==> src/rtl/cond_unit.sv <==
// ARM condition evaluation: architectural NZCV register, condition decode and write/branch gating.
// Optional macro COND_UNIT_FLAG_BYPASS_EN adds fwd_valid/fwd_flags same-cycle flag forwarding.
module cond_unit #(
    parameter int unsigned CNT_W = 16
) (
    input  logic             clk,
    input  logic             reset_n,
    input  logic             en,
    input  logic [3:0]       cond,
    input  logic [3:0]       alu_flags,
    input  logic [1:0]       flag_w,
    input  logic             pcs,
    input  logic             reg_w,
    input  logic             mem_w,
    input  logic             no_write,
`ifdef COND_UNIT_FLAG_BYPASS_EN
    input  logic             fwd_valid,
    input  logic [3:0]       fwd_flags,
`endif
    output logic [3:0]       flags,
    output logic             cond_ex,
    output logic             cond_ex_q,
    output logic             pc_src,
    output logic             reg_write,
    output logic             mem_write,
    output logic [CNT_W-1:0] squash_cnt
);

    logic [3:0]       flags_q, flags_d;
    logic [3:0]       eval_flags;
    logic             cond_ex_q_q, cond_ex_q_d;
    logic [CNT_W-1:0] squash_q, squash_d;
    logic             n, z, c, v;

`ifdef COND_UNIT_FLAG_BYPASS_EN
    // An older in-flight instruction's flags win over the stale register.
    assign eval_flags = fwd_valid ? fwd_flags : flags_q;
`else
    assign eval_flags = flags_q;
`endif

    assign {n, z, c, v} = eval_flags;

    always_comb begin
        cond_ex = 1'b0;
        case (cond)
            4'b0000: cond_ex = z;
            4'b0001: cond_ex = ~z;
            4'b0010: cond_ex = c;
            4'b0011: cond_ex = ~c;
            4'b0100: cond_ex = n;
            4'b0101: cond_ex = ~n;
            4'b0110: cond_ex = v;
            4'b0111: cond_ex = ~v;
            4'b1000: cond_ex = c & ~z;
            4'b1001: cond_ex = ~c | z;
            4'b1010: cond_ex = (n == v);
            4'b1011: cond_ex = (n != v);
            4'b1100: cond_ex = ~z & (n == v);
            4'b1101: cond_ex = z | (n != v);
            4'b1110: cond_ex = 1'b1;
            default: cond_ex = 1'b0;
        endcase
    end

    assign pc_src    = pcs & cond_ex;
    assign reg_write = reg_w & ~no_write & cond_ex;
    assign mem_write = mem_w & cond_ex;

    always_comb begin
        flags_d     = flags_q;
        cond_ex_q_d = cond_ex_q_q;
        squash_d    = squash_q;
        if (en) begin
            cond_ex_q_d = cond_ex;
            if (cond_ex) begin
                if (flag_w[1]) flags_d[3:2] = alu_flags[3:2];
                if (flag_w[0]) flags_d[1:0] = alu_flags[1:0];
            end else if (~&squash_q) begin
                squash_d = squash_q + CNT_W'(1);
            end
        end
    end

    always_ff @(posedge clk or negedge reset_n) begin
        if (!reset_n) begin
            flags_q     <= 4'b0000;
            cond_ex_q_q <= 1'b0;
            squash_q    <= '0;
        end else begin
            flags_q     <= flags_d;
            cond_ex_q_q <= cond_ex_q_d;
            squash_q    <= squash_d;
        end
    end

    assign flags      = flags_q;
    assign cond_ex_q  = cond_ex_q_q;
    assign squash_cnt = squash_q;

endmodule

==> config.mk <==
export PLATFORM = sky130hd
export DESIGN_NAME = cond_unit
export DESIGN_NICKNAME = d
export VERILOG_FILES = /design/src/rtl/cond_unit.sv
export SDC_FILE = /design/constraint.sdc
export NUM_CORES = 1
export LEC_CHECK = 0
export BUFFER_PORTS_ARGS = -buffer_cell sky130_fd_sc_hd__buf_2
export CORE_MARGIN = 3
export CORE_UTILIZATION = 45
export DETAILED_ROUTE_END_ITERATION = 8
export PLACE_DENSITY = 0.7
export SLEW_MARGIN = 20
export SYNTH_ARGS = -nofsm -noshare
export SYNTH_HDL_FRONTEND = slang
export SYNTH_SLANG_ARGS = --single-unit
export TNS_END_PERCENT = 1
==> constraint.sdc <==
create_clock -name clk -period 3.05 [get_ports clk]
set_input_delay 0.4575 -clock clk [delete_from_list [all_inputs] [get_ports clk]]
set_output_delay 0.4575 -clock clk [all_outputs]
set_load 0.005 [all_outputs]
### Yosys cells after proc, flatten, opt, wreduce, memory -nomap -nowiden

Index checks and enable logic that the tools add are counted.

| word-level totals | value |
|---|---|
| bits in registers | 21 |
| bits of input ports | 17 |
| output and inout port bits | 25 |
| word-level logic and storage cells | 42 |

| cells by class | value |
|---|---|
| $add $sub $neg | 1 |
| equality and inequality tests | 16 |
| mux-type cells | 1 |
| bitwise operators | 15 |
| reduce and logical (&&, ||, !) cells | 5 |

Operators by type and width:

| operator | number |
|---|---|
| equality test 4 bit (second input constant) | 7 |
| adder 16 x 1 -> 16 bit (second input constant) | 1 |
| equality test 4 x 3 -> 1 bit (second input constant) | 4 |
| AND reduction 16 bit | 1 |
| case mux 1 bit (15 select lines) | 1 |
| AND reduction 3 bit | 3 |
| equality test 4 x 2 -> 1 bit (second input constant) | 2 |
| inverter 1 bit | 7 |
| bitwise AND 1 bit | 6 |
| equality test 4 x 1 -> 1 bit (second input constant) | 1 |
| logical NOT 4 bit | 1 |
| OR 1 bit | 2 |
| equality test 1 bit | 1 |
| != test 1 bit | 1 |

### Depth between registers and ports, before layout

Gate-level depths: netlist (run 1).

| depth | value |
|---|---|
| depth in word-level cells | 5 |
| gate-level depth with buffers | 9 |
| depth with buffers taken out | 7 |

### Worst setup path after synthesis (run 1)

Ideal clock, no wire load.

| path | value |
|---|---|
| path kind | input -> output |
| start point | in cond[0] |
| end point | out reg_write |
| arrival time | 1.749 ns |
| data required time | 2.592 ns |
| slack | 0.844 ns |
| cell stages on the path | 8 |
| buffers on the path | 3 |
| cells stage by stage | buf_4 -> xor2_1 -> a21oi_1 -> or3_1 -> o2111a_1 -> buf_6 -> buf_4 -> nor3b_1 |

| between the ends | value |
|---|---|
| longest elaborated chain between the ends | 3 |
| elaborated cells between the ends (all ways) | 17 |
| classes of those cells | eq/ne (14); mux (1); bitwise (1); reduce/logical (1) |

RTL lines:

| element | line | RTL |
|---|---|---|
| start: declaration | 9 | `input logic [3:0] cond,` |
| equality test 4 bit (tied with other cells) | 46 | `case (cond)` |
| case mux 1 bit (15 select lines) * | 46 |  |
| bitwise AND 1 bit * | 67 | `assign reg_write = reg_w & ~no_write & cond_ex;` |
| end: declaration | 24 | `output logic reg_write,` |

Every way passes the cells marked *; elsewhere a longest branch is shown, timed or not.

### Final worst setup path (run 1)

| path | value |
|---|---|
| start point | reg flags_q[0] (netlist: flags[0]) |
| end point | out pc_src |

| between the ends | value |
|---|---|
| longest elaborated chain between the ends | 4 |
| elaborated cells between the ends (all ways) | 7 |
| classes of those cells | eq/ne (2); mux (1); bitwise (4) |

RTL lines:

| element | line | RTL |
|---|---|---|
| start: declaration | 29 | `logic [3:0] flags_q, flags_d;` |
| start signal: assignment | 91 | `flags_q <= flags_d;` |
| != test 1 bit / equality test 1 bit (equally long branches) | - |  |
| OR 1 bit / bitwise AND 1 bit (equally long branches) | 60, 59 |  |
| case mux 1 bit (15 select lines) * | 46 |  |
| bitwise AND 1 bit * | 66 | `assign pc_src = pcs & cond_ex;` |
| end: declaration | 23 | `output logic pc_src,` |

Marked as above.

==> flow_metrics.env, run 1 <==
export IMPL_cp_slowest_stage_delay_ns=0.63
export IMPL_dieArea_sq_um=3470
export IMPL_ir_drop_mv=0.596
export IMPL_start_kind="register"
export IMPL_setup_violations=0
export IMPL_seqPwrFrac_pct=45.1
export IMPL_p_switching_w=0.000354
export IMPL_syn_area_sq_um=1260
export IMPL_synth_mux_area_share_pct=9.43
export IMPL_fin_crit_sh_pct=90.2
export IMPL_synth_compound_area_share_pct=3.38
export IMPL_drc=0
export IMPL_crit_start="flags[0]$_DFFE_PN0P_"
export IMPL_area_growth_syn_to_layout_pct=18.5
export IMPL_outcome="complete, no violations"
export IMPL_syn_nets=143
export IMPL_overflow=0
export IMPL_synth_edff_count=0
export IMPL_vias=1056
export IMPL_die_w_microns=58.9
export IMPL_start_util_pct=49.1
export IMPL_dp_cells=190
export IMPL_regArea_sq_um=526
export IMPL_layoutNonFillerInstCount=194
export IMPL_grt_pass1_wl_microns=4700
export IMPL_postSynthCellCount=125
export IMPL_routed_via_density=5.44
export IMPL_rsz0062_at_grt="no"
export IMPL_synth_fa_ha_area_share_pct=0.993
export IMPL_async_flop_share_pct=100
export IMPL_postCtsResizedCells=0
export IMPL_core_area_sq_um=2570
export IMPL_path_buf_inv=2
export IMPL_grt_antenna_before_repair=0
export IMPL_p_per_area_nw_per_um2=654
export IMPL_arrival_ns=2.29
export IMPL_cts_sinks=21
export IMPL_tightest_slew_ns=0.666
export IMPL_wl_per_cell_microns=14.4
export IMPL_drive_gt1_share_pct=34.8
export IMPL_p_int_w=0.000622
export IMPL_slew_headroom_pct=55.6
export IMPL_multi_input_area_sq_um=683
export IMPL_yosysUniqueCellTypes=34
export IMPL_required_ns=2.59
export IMPL_clkPwrFrac_pct=13.6
export IMPL_yosysSeqAreaShare_pct=41.7
export IMPL_cts_root_buf="clkbuf_4"
export IMPL_cts_buffers=3
export IMPL_grt_max_degree=22
export IMPL_combinationalPowerShare_pct=41.3
export IMPL_dpl_cell_area_sq_um=1470
export IMPL_final_cell_mix="buf_2 (41), dfrtp_1 (21), xnor2_1 (13)"
export IMPL_r2r_cells=6
export IMPL_worstPathCellList="xor2_1, o2bb2ai_1, xnor2_1, o2111a_1, inv_4, and2_1, buf_2"
export IMPL_fin_nets=183
export IMPL_drv_slew=0
export IMPL_routed_wl_microns=2790
export IMPL_clock_latency_ns=0.31
export IMPL_diodes=0
export IMPL_p_leak_nw=0.726
export IMPL_hold_class="input pin to async pin"
export IMPL_synthXorXnorAreaFrac_pct=11.1
export IMPL_dr_pass1_iters=4
export IMPL_synth_avg_cell_area_sq_um=10.1
export IMPL_maxCapViolCount=0
export IMPL_ys_ff_latch=21
export IMPL_setup_worst_path_class="register to output port"
export IMPL_critical_path_top_delay_family="compound AO/OA/AOI/OAI gates"
export IMPL_endpoint_kind="output port"
export IMPL_grt_usage_pct=17.2
export IMPL_synth_top_family_by_area="simple AND/OR/NAND/NOR gates"
export IMPL_drt_iter0_drc=21
export IMPL_max_freq_mhz=363
export IMPL_r2r_start="flags[0]$_DFFE_PN0P_"
export IMPL_ctsHoldBuffers=0
export IMPL_cts_tree="done"
export IMPL_r2r_end="squash_cnt[1]$_DFFE_PN0P_"
export IMPL_tns_ns=0
export IMPL_critical_path_slowest_cell="o2111a_1"
export IMPL_htree_levels=1
export IMPL_hold_viol_final=0
export IMPL_yosys_area_share_simple_pct=29.3
export IMPL_post_cts_buffers=0
export IMPL_design_area_sq_um=1490
export IMPL_die_h_microns=58.9
export IMPL_path_max_fanout=19
export IMPL_port_buffers=41
export IMPL_path_clk_slew_ns=0.12
export IMPL_yosys_warnings=0
export IMPL_period_needed_ns=2.75
export IMPL_mostFrequentLayoutCell="buf_2"
export IMPL_ff2ff_setup_slack_ns=0.69
export IMPL_cts_buffer_depth=2
export IMPL_switching_share_pct=36.3
export IMPL_nFillCells=239
export IMPL_finalClockSkew_ns=0.0104
export IMPL_ys_flop_type="dfrtp_1"
export IMPL_hold_slack_ns=0.0883
export IMPL_rows=18
export IMPL_postRouteAntennaNets=0
export IMPL_ios=42
export IMPL_dp_hpwl_microns=2130
export IMPL_gp_congestion=0.854
export IMPL_grt_pass1_vias=1036
-- cell type report --
cell class,instances,area share (%)
multi-input combinational,95,45.8
sequential,21,35.2
timing repair buffer,41,13.7
tap,30,2.51
clock buffer,3,1.51
inverter,3,0.922
clock inverter,1,0.335
-- metal layers --
metal	GRT usage, %	part of all wire, %
met1	23.5	45
met2	29.3	49
met3	3.95	5.2
met4	0.971	0
met5	0	0
-- synth_stat cells, types with 2 or more instances --
master | number | area [sq um]
a31oi_1 | 2 | 12.5
and3_1 | 9 | 56.3
mux2_2 | 2 | 22.5
clkbuf_1 | 3 | 11.3
buf_4 | 2 | 15.0
nor2_1 | 8 | 30.0
xor2_1 | 3 | 26.3
nand2b_1 | 2 | 12.5
nand2_1 | 8 | 30.0
nor3_1 | 3 | 15.0
dfrtp_1 | 21 | 526
nor3b_1 | 2 | 15.0
and3_4 | 3 | 33.8
and2_1 | 3 | 18.8
nand3_1 | 7 | 35.0
a21oi_1 | 2 | 10.0
xnor2_1 | 13 | 114
mux2_4 | 5 | 75.1
inv_1 | 2 | 7.51
nand4_1 | 11 | 68.8
-- worst max-delay path by stage --
stage                            to  cells after the start
after floorplan           reg_write                      8
after global placement    mem_write                      8
after detailed placement     pc_src                      8
after CTS                    pc_src                      7
after global routing         pc_src                      7
final                        pc_src                      7
-- through the flow --
step / util (%) / power [W] / setup slack, ns
CTS: 58.1 / 0.000989 / 0.277
detailed placement: 57.1 / 0.000853 / 0.560
finish: 58.1 / 0.000976 / 0.298
global placement: 57.1 / 0.000838 / 0.596
floorplan: - / 0.000715 / 0.844
global route: 58.1 / 0.00106 / 0.0599
-- sequential cells by signal, indices dropped and copies added (netlist names) --
| register | cells |
|---|---|
| cond_ex_q | 1 |
| flags | 4 |
| squash_cnt | 16 |
-- worst reg2reg max path, cell delays in order, from the launching register on --
cell and delay (ns):
dfrtp_1 0.46, xor2_1 0.26, o2bb2ai_1 0.12, xnor2_1 0.16, o2111a_1 0.63, and3_4 0.33, mux2_4 0.30
-- cells by family (layout without fill, tap and decap cells) --
logic type,Yosys count,in the layout
xor+xnor,16,16
simple gates,63,63
mux,9,9
fa+ha+maj,1,1
flops,21,21
buf+inv,9,48
compound gates,6,6
-- power by group through the flow --
stage / registers [W] / clock network (W) / logic (W)
after floorplan: 0.000438 / 0 / 0.000277
after global placement: 0.000440 / 0 / 0.000398
after detailed placement: 0.000447 / 0 / 0.000406
after CTS: 0.000441 / 0.000138 / 0.000410
after global routing: 0.000461 / 0.000148 / 0.000452
final: 0.000441 / 0.000133 / 0.000403
Power figures use the tool's default switching activity.
==> run 2, diff against run 1 <==
CORE_UTILIZATION = 53   (was 45)
PLACE_DENSITY = 0.81   (was 0.7)
==> flow_metrics.env, run 2 (synthesized netlist as in run 1, its figures left out) <==
export IMPL_die_h_microns=54.8
export IMPL_hold_viol_final=0
export IMPL_ios=42
export IMPL_endpoint_kind="output port"
export IMPL_port_buffers=41
export IMPL_finalPower_w=0.000974
export IMPL_design_area_sq_um=1490
export IMPL_arrival_ns=2.25
export IMPL_mostFrequentLayoutCell="buf_2"
export IMPL_crit_start="flags[0]$_DFFE_PN0P_"
export IMPL_vias=1076
export IMPL_path_max_fanout=19
export IMPL_dpl_cell_area_sq_um=1460
export IMPL_max_freq_mhz=369
export IMPL_cts_tree="done"
export IMPL_setup_worst_path_class="register to output port"
export IMPL_rows=17
export IMPL_wl_met3_microns=128
export IMPL_hold_class="input pin to async pin"
export IMPL_largest_reg_flops=16
export IMPL_cts_buffers=3
export IMPL_post_cts_buffers=0
export IMPL_routed_via_density=5.60
export IMPL_fin_crit_sh_pct=88.9
export IMPL_dr_max_layer_used="met4"
export IMPL_tightest_slew_ns=0.659
export IMPL_die_w_microns=54.8
export IMPL_drive_gt1_share_pct=34.1
export IMPL_cts_buffer_depth=2
export IMPL_drv_slew=0
export IMPL_nFillCells=191
export IMPL_overflow=0
export IMPL_tns_ns=0
export IMPL_htree_levels=1
export IMPL_r2r_start="flags[0]$_DFFE_PN0P_"
export IMPL_outcome="complete, no violations"
export IMPL_ctsHoldBuffers=0
export IMPL_cts_root_buf="clkbuf_4"
export IMPL_grt_max_degree=22
export IMPL_drt_iter0_drc=18
export IMPL_required_ns=2.59
export IMPL_dieArea_sq_um=3000
export IMPL_grt_pass1_vias=954
export IMPL_fin_util_pct=66.7
export IMPL_drc=0
export IMPL_clock_latency_ns=0.30
export IMPL_period_needed_ns=2.71
export IMPL_final_cell_mix="buf_2 (41), dfrtp_1 (21), xnor2_1 (13)"
export IMPL_gp_congestion=0.765
export IMPL_wl_per_cell_microns=13.8
export IMPL_p_per_area_nw_per_um2=654
export IMPL_diodes=0
export IMPL_core_area_sq_um=2230
export IMPL_met1_length_microns=1220
export IMPL_place_ws_ns=0.598
export IMPL_grt_pass1_wl_microns=4240
export IMPL_grt_usage_pct=19.6
export IMPL_dp_hpwl_microns=2010
export IMPL_finalClockSkew_ns=0.00579
export IMPL_ir_drop_mv=0.498
export IMPL_setup_violations=0
export IMPL_fin_nets=183
export IMPL_fin_ws_ns=0.340
export IMPL_slew_headroom_pct=56.1
export IMPL_postRouteAntennaNets=0
export IMPL_cts_sinks=21
export IMPL_postCtsResizedCells=0
export IMPL_start_util_pct=56.4
export IMPL_wl_met2_microns=1290
export IMPL_maxCapViolCount=0
export IMPL_area_growth_syn_to_layout_pct=18.2
export IMPL_p_leak_nw=0.723
export IMPL_dr_pass1_iters=4
export IMPL_path_clk_slew_ns=0.11
export IMPL_grt_antenna_before_repair=0
export IMPL_routed_wl_microns=2650
export IMPL_rsz0062_at_grt="no"
export IMPL_start_kind="register"
-- run 2: changes by cell type in the layout (fill, tap and decap cells not counted) --
| cell | previous run | this run |
|---|---|---|
| clkbuf_1 | 0 | 1 |
| clkinv_2 | 1 | 0 |
-- run 2: layer usage --
| metal | vias up | global-route usage [%] |
|---|---|---|
| met1 | 524 | 27.6 |
| met3 | 2 | 3.81 |
| li1 | 525 | - |
| met5 | - | 0 |
| met4 | 0 | 5.39 |
| met2 | 25 | 30.5 |
-- run 2: stage by stage --
stage          hold WS, ns  std cells
2_1_floorplan        0.162        125
3_3_place_gp         0.429        188
3_5_place_dp         0.437        188
4_1_cts              0.104        192
5_1_grt              0.103        192
6_report            0.0908        192
-- run 2: worst max-delay path, stage by stage (launching register included) --
cell,delay (ns)
dfrtp_1,0.45
xor2_1,0.27
o2bb2ai_1,0.11
xnor2_1,0.14
o2111a_1,0.62
inv_4,0.07
and2_1,0.18
buf_2,0.12
-- run 2: final cells by class --
class / count / area [sq um] / area share [%]
repair buffers: 41 / 205 / 13.8
clock buffers: 4 / 26.3 / 1.76
inverters: 3 / 13.8 / 0.924
multi-input cells: 95 / 683 / 45.9
flip-flops and latches: 21 / 526 / 35.3
well taps: 28 / 35.0 / 2.35
-- run 2: worst paths after layout --
check / cells past startpoint / to / slack, ns
max: 7 / mem_write / 0.34
min reg2reg: 1 / squash_cnt[4]$_DFFE_PN0P_ / 0.50
max reg2reg: 6 / squash_cnt[1]$_DFFE_PN0P_ / 0.73
min: 1 / squash_cnt[3]$_DFFE_PN0P_ / 0.09
min in group clk: 2 / flags[1]$_DFFE_PN0P_ / 0.38
max in group asynchronous: 1 / squash_cnt[2]$_DFFE_PN0P_ / 2.65
-- run 2: where the power goes --
part / internal (W) / switching [W] / leakage, nW / total (W)
Sequential: 0.000351 / 0.0000891 / 0.272 / 0.000440
Clock: 0.0000509 / 0.0000799 / 0.0150 / 0.000131
Combinational: 0.000222 / 0.000181 / 0.436 / 0.000403
Total: 0.000623 / 0.000350 / 0.723 / 0.000974
==> run 3, diff against run 2 <==
CELL_PAD_IN_SITES_DETAIL_PLACEMENT = 1   (was not set)
CELL_PAD_IN_SITES_GLOBAL_PLACEMENT = 1   (was not set)
CORE_UTILIZATION = 40   (was 53)
PLACE_DENSITY = 0.82   (was 0.81)
==> flow_metrics.env, run 3 (synthesized netlist as in run 1, its figures left out) <==
export IMPL_hold_class="input pin to async pin"
export IMPL_cts_buffer_depth=2
export IMPL_multi_input_area_sq_um=683
export IMPL_path_buf_inv=2
export IMPL_final_cell_mix="buf_2 (41), dfrtp_1 (21), xnor2_1 (13)"
export IMPL_rows=19
export IMPL_dieArea_sq_um=3860
export IMPL_cp_slowest_stage_delay_ns=0.65
export IMPL_routed_wl_microns=3220
export IMPL_outcome="complete, no violations"
export IMPL_place_ws_ns=0.552
export IMPL_start_kind="register"
export IMPL_p_per_area_nw_per_um2=659
export IMPL_largest_reg_flops=16
export IMPL_nFillCells=350
export IMPL_core_area_sq_um=2880
export IMPL_drt_iter0_drc=46
export IMPL_diodes=0
export IMPL_critical_path_top_delay_family="compound AO/OA/AOI/OAI gates"
export IMPL_hold_slack_ns=0.0945
export IMPL_cts_sinks=21
export IMPL_path_max_fanout=19
export IMPL_setup_violations=0
export IMPL_fin_crit_sh_pct=91.1
export IMPL_dp_hpwl_microns=2440
export IMPL_area_growth_syn_to_layout_pct=19.6
export IMPL_cts_buffers=3
export IMPL_fin_ws_ns=0.272
export IMPL_ir_drop_mv=0.308
export IMPL_ctsHoldBuffers=0
export IMPL_grt_pass1_wl_microns=5490
export IMPL_post_cts_buffers=0
export IMPL_tns_ns=0
export IMPL_htree_levels=1
export IMPL_maxCapViolCount=0
export IMPL_port_buffers=41
export IMPL_grt_usage_pct=17.4
export IMPL_drc=0
export IMPL_postCtsResizedCells=0
export IMPL_regArea_sq_um=526
export IMPL_setup_worst_path_class="register to output port"
export IMPL_gp_congestion=0.813
export IMPL_arrival_ns=2.32
export IMPL_clock_latency_ns=0.30
export IMPL_rsz0062_at_grt="no"
export IMPL_drv_slew=0
export IMPL_grt_antenna_before_repair=0
export IMPL_cts_root_buf="clkbuf_4"
export IMPL_grt_pass1_vias=1156
export IMPL_critical_path_slowest_cell="o2111a_1"
export IMPL_slew_headroom_pct=54.1
export IMPL_required_ns=2.59
export IMPL_max_freq_mhz=360
export IMPL_dr_pass1_iters=4
export IMPL_p_leak_nw=0.723
export IMPL_endpoint_kind="output port"
export IMPL_wl_per_cell_microns=15.6
export IMPL_vias=1090
export IMPL_overflow=0
export IMPL_hold_viol_final=0
export IMPL_fin_nets=183
export IMPL_tightest_slew_ns=0.689
export IMPL_start_util_pct=43.8
export IMPL_die_h_microns=62.1
export IMPL_period_needed_ns=2.78
export IMPL_routed_via_density=5.29
export IMPL_postRouteAntennaNets=0
export IMPL_mostFrequentLayoutCell="buf_2"
export IMPL_cts_tree="done"
export IMPL_finalClockSkew_ns=0.00614
export IMPL_drive_gt1_share_pct=34.1
export IMPL_worstPathCellList="xor2_1, o2bb2ai_1, xnor2_1, o2111a_1, inv_4, and2_1, buf_2"
export IMPL_ios=42
export IMPL_grt_max_degree=22
export IMPL_die_w_microns=62.1
export IMPL_path_clk_slew_ns=0.12
run 3: through the flow:
step	std cells	utilization (%)	cell area (sq um)	power (W)
2_1_floorplan	125	-	1260	0.000715
3_3_place_gp	202	51.5	1480	0.000840
3_5_place_dp	202	51.5	1480	0.000865
4_1_cts	206	52.4	1510	0.00101
5_1_grt	206	52.4	1510	0.00107
6_report	206	52.4	1510	0.000992
run 3: per-layer routing:
layer	GRT usage (%)	up-vias	wire (microns)
met5	0	-	0
met1	19.8	534	1340
li1	-	527	-
met4	8.01	0	46
met2	31.5	25	1710
met3	3.24	4	122
run 3: power by group:
| group | switching (W) | internal, W | leakage [nW] |
|---|---|---|---|
| logic | 0.000191 | 0.000222 | 0.436 |
| registers | 0.0000903 | 0.000350 | 0.272 |
| clock network | 0.0000872 | 0.0000510 | 0.0150 |
| total | 0.000369 | 0.000623 | 0.723 |
run 3: cell type report:
class	count	area share (%)
clock buffers	4	1.74
well taps	42	3.49
multi-input cells	95	45.3
inverters	3	0.914
repair buffers	41	13.6
flip-flops and latches	21	34.9
run 3: worst register-to-register path: cells and delay by family, from the launching register on:
kind	cells	cell delay, ns
xor gates and xnor gates	2	0.40
and+or+nand+nor	1	0.33
muxes	1	0.30
DFF	1	0.48
AOI/OAI and AO/OA	2	0.76
run 3: worst paths after layout:
kind                                      startpoint                          to  cells after the start  slack, ns
min in group clk                        alu_flags[1]        flags[1]$_DFFE_PN0P_                      2       0.38
max reg2reg                     flags[0]$_DFFE_PN0P_   squash_cnt[1]$_DFFE_PN0P_                      6       0.69
min reg2reg                squash_cnt[9]$_DFFE_PN0P_   squash_cnt[9]$_DFFE_PN0P_                      1       0.50
max in group asynchronous                    reset_n  squash_cnt[11]$_DFFE_PN0P_                      1       2.62
max                             flags[0]$_DFFE_PN0P_                      pc_src                      7       0.27
min                                          reset_n   squash_cnt[1]$_DFFE_PN0P_                      1       0.09
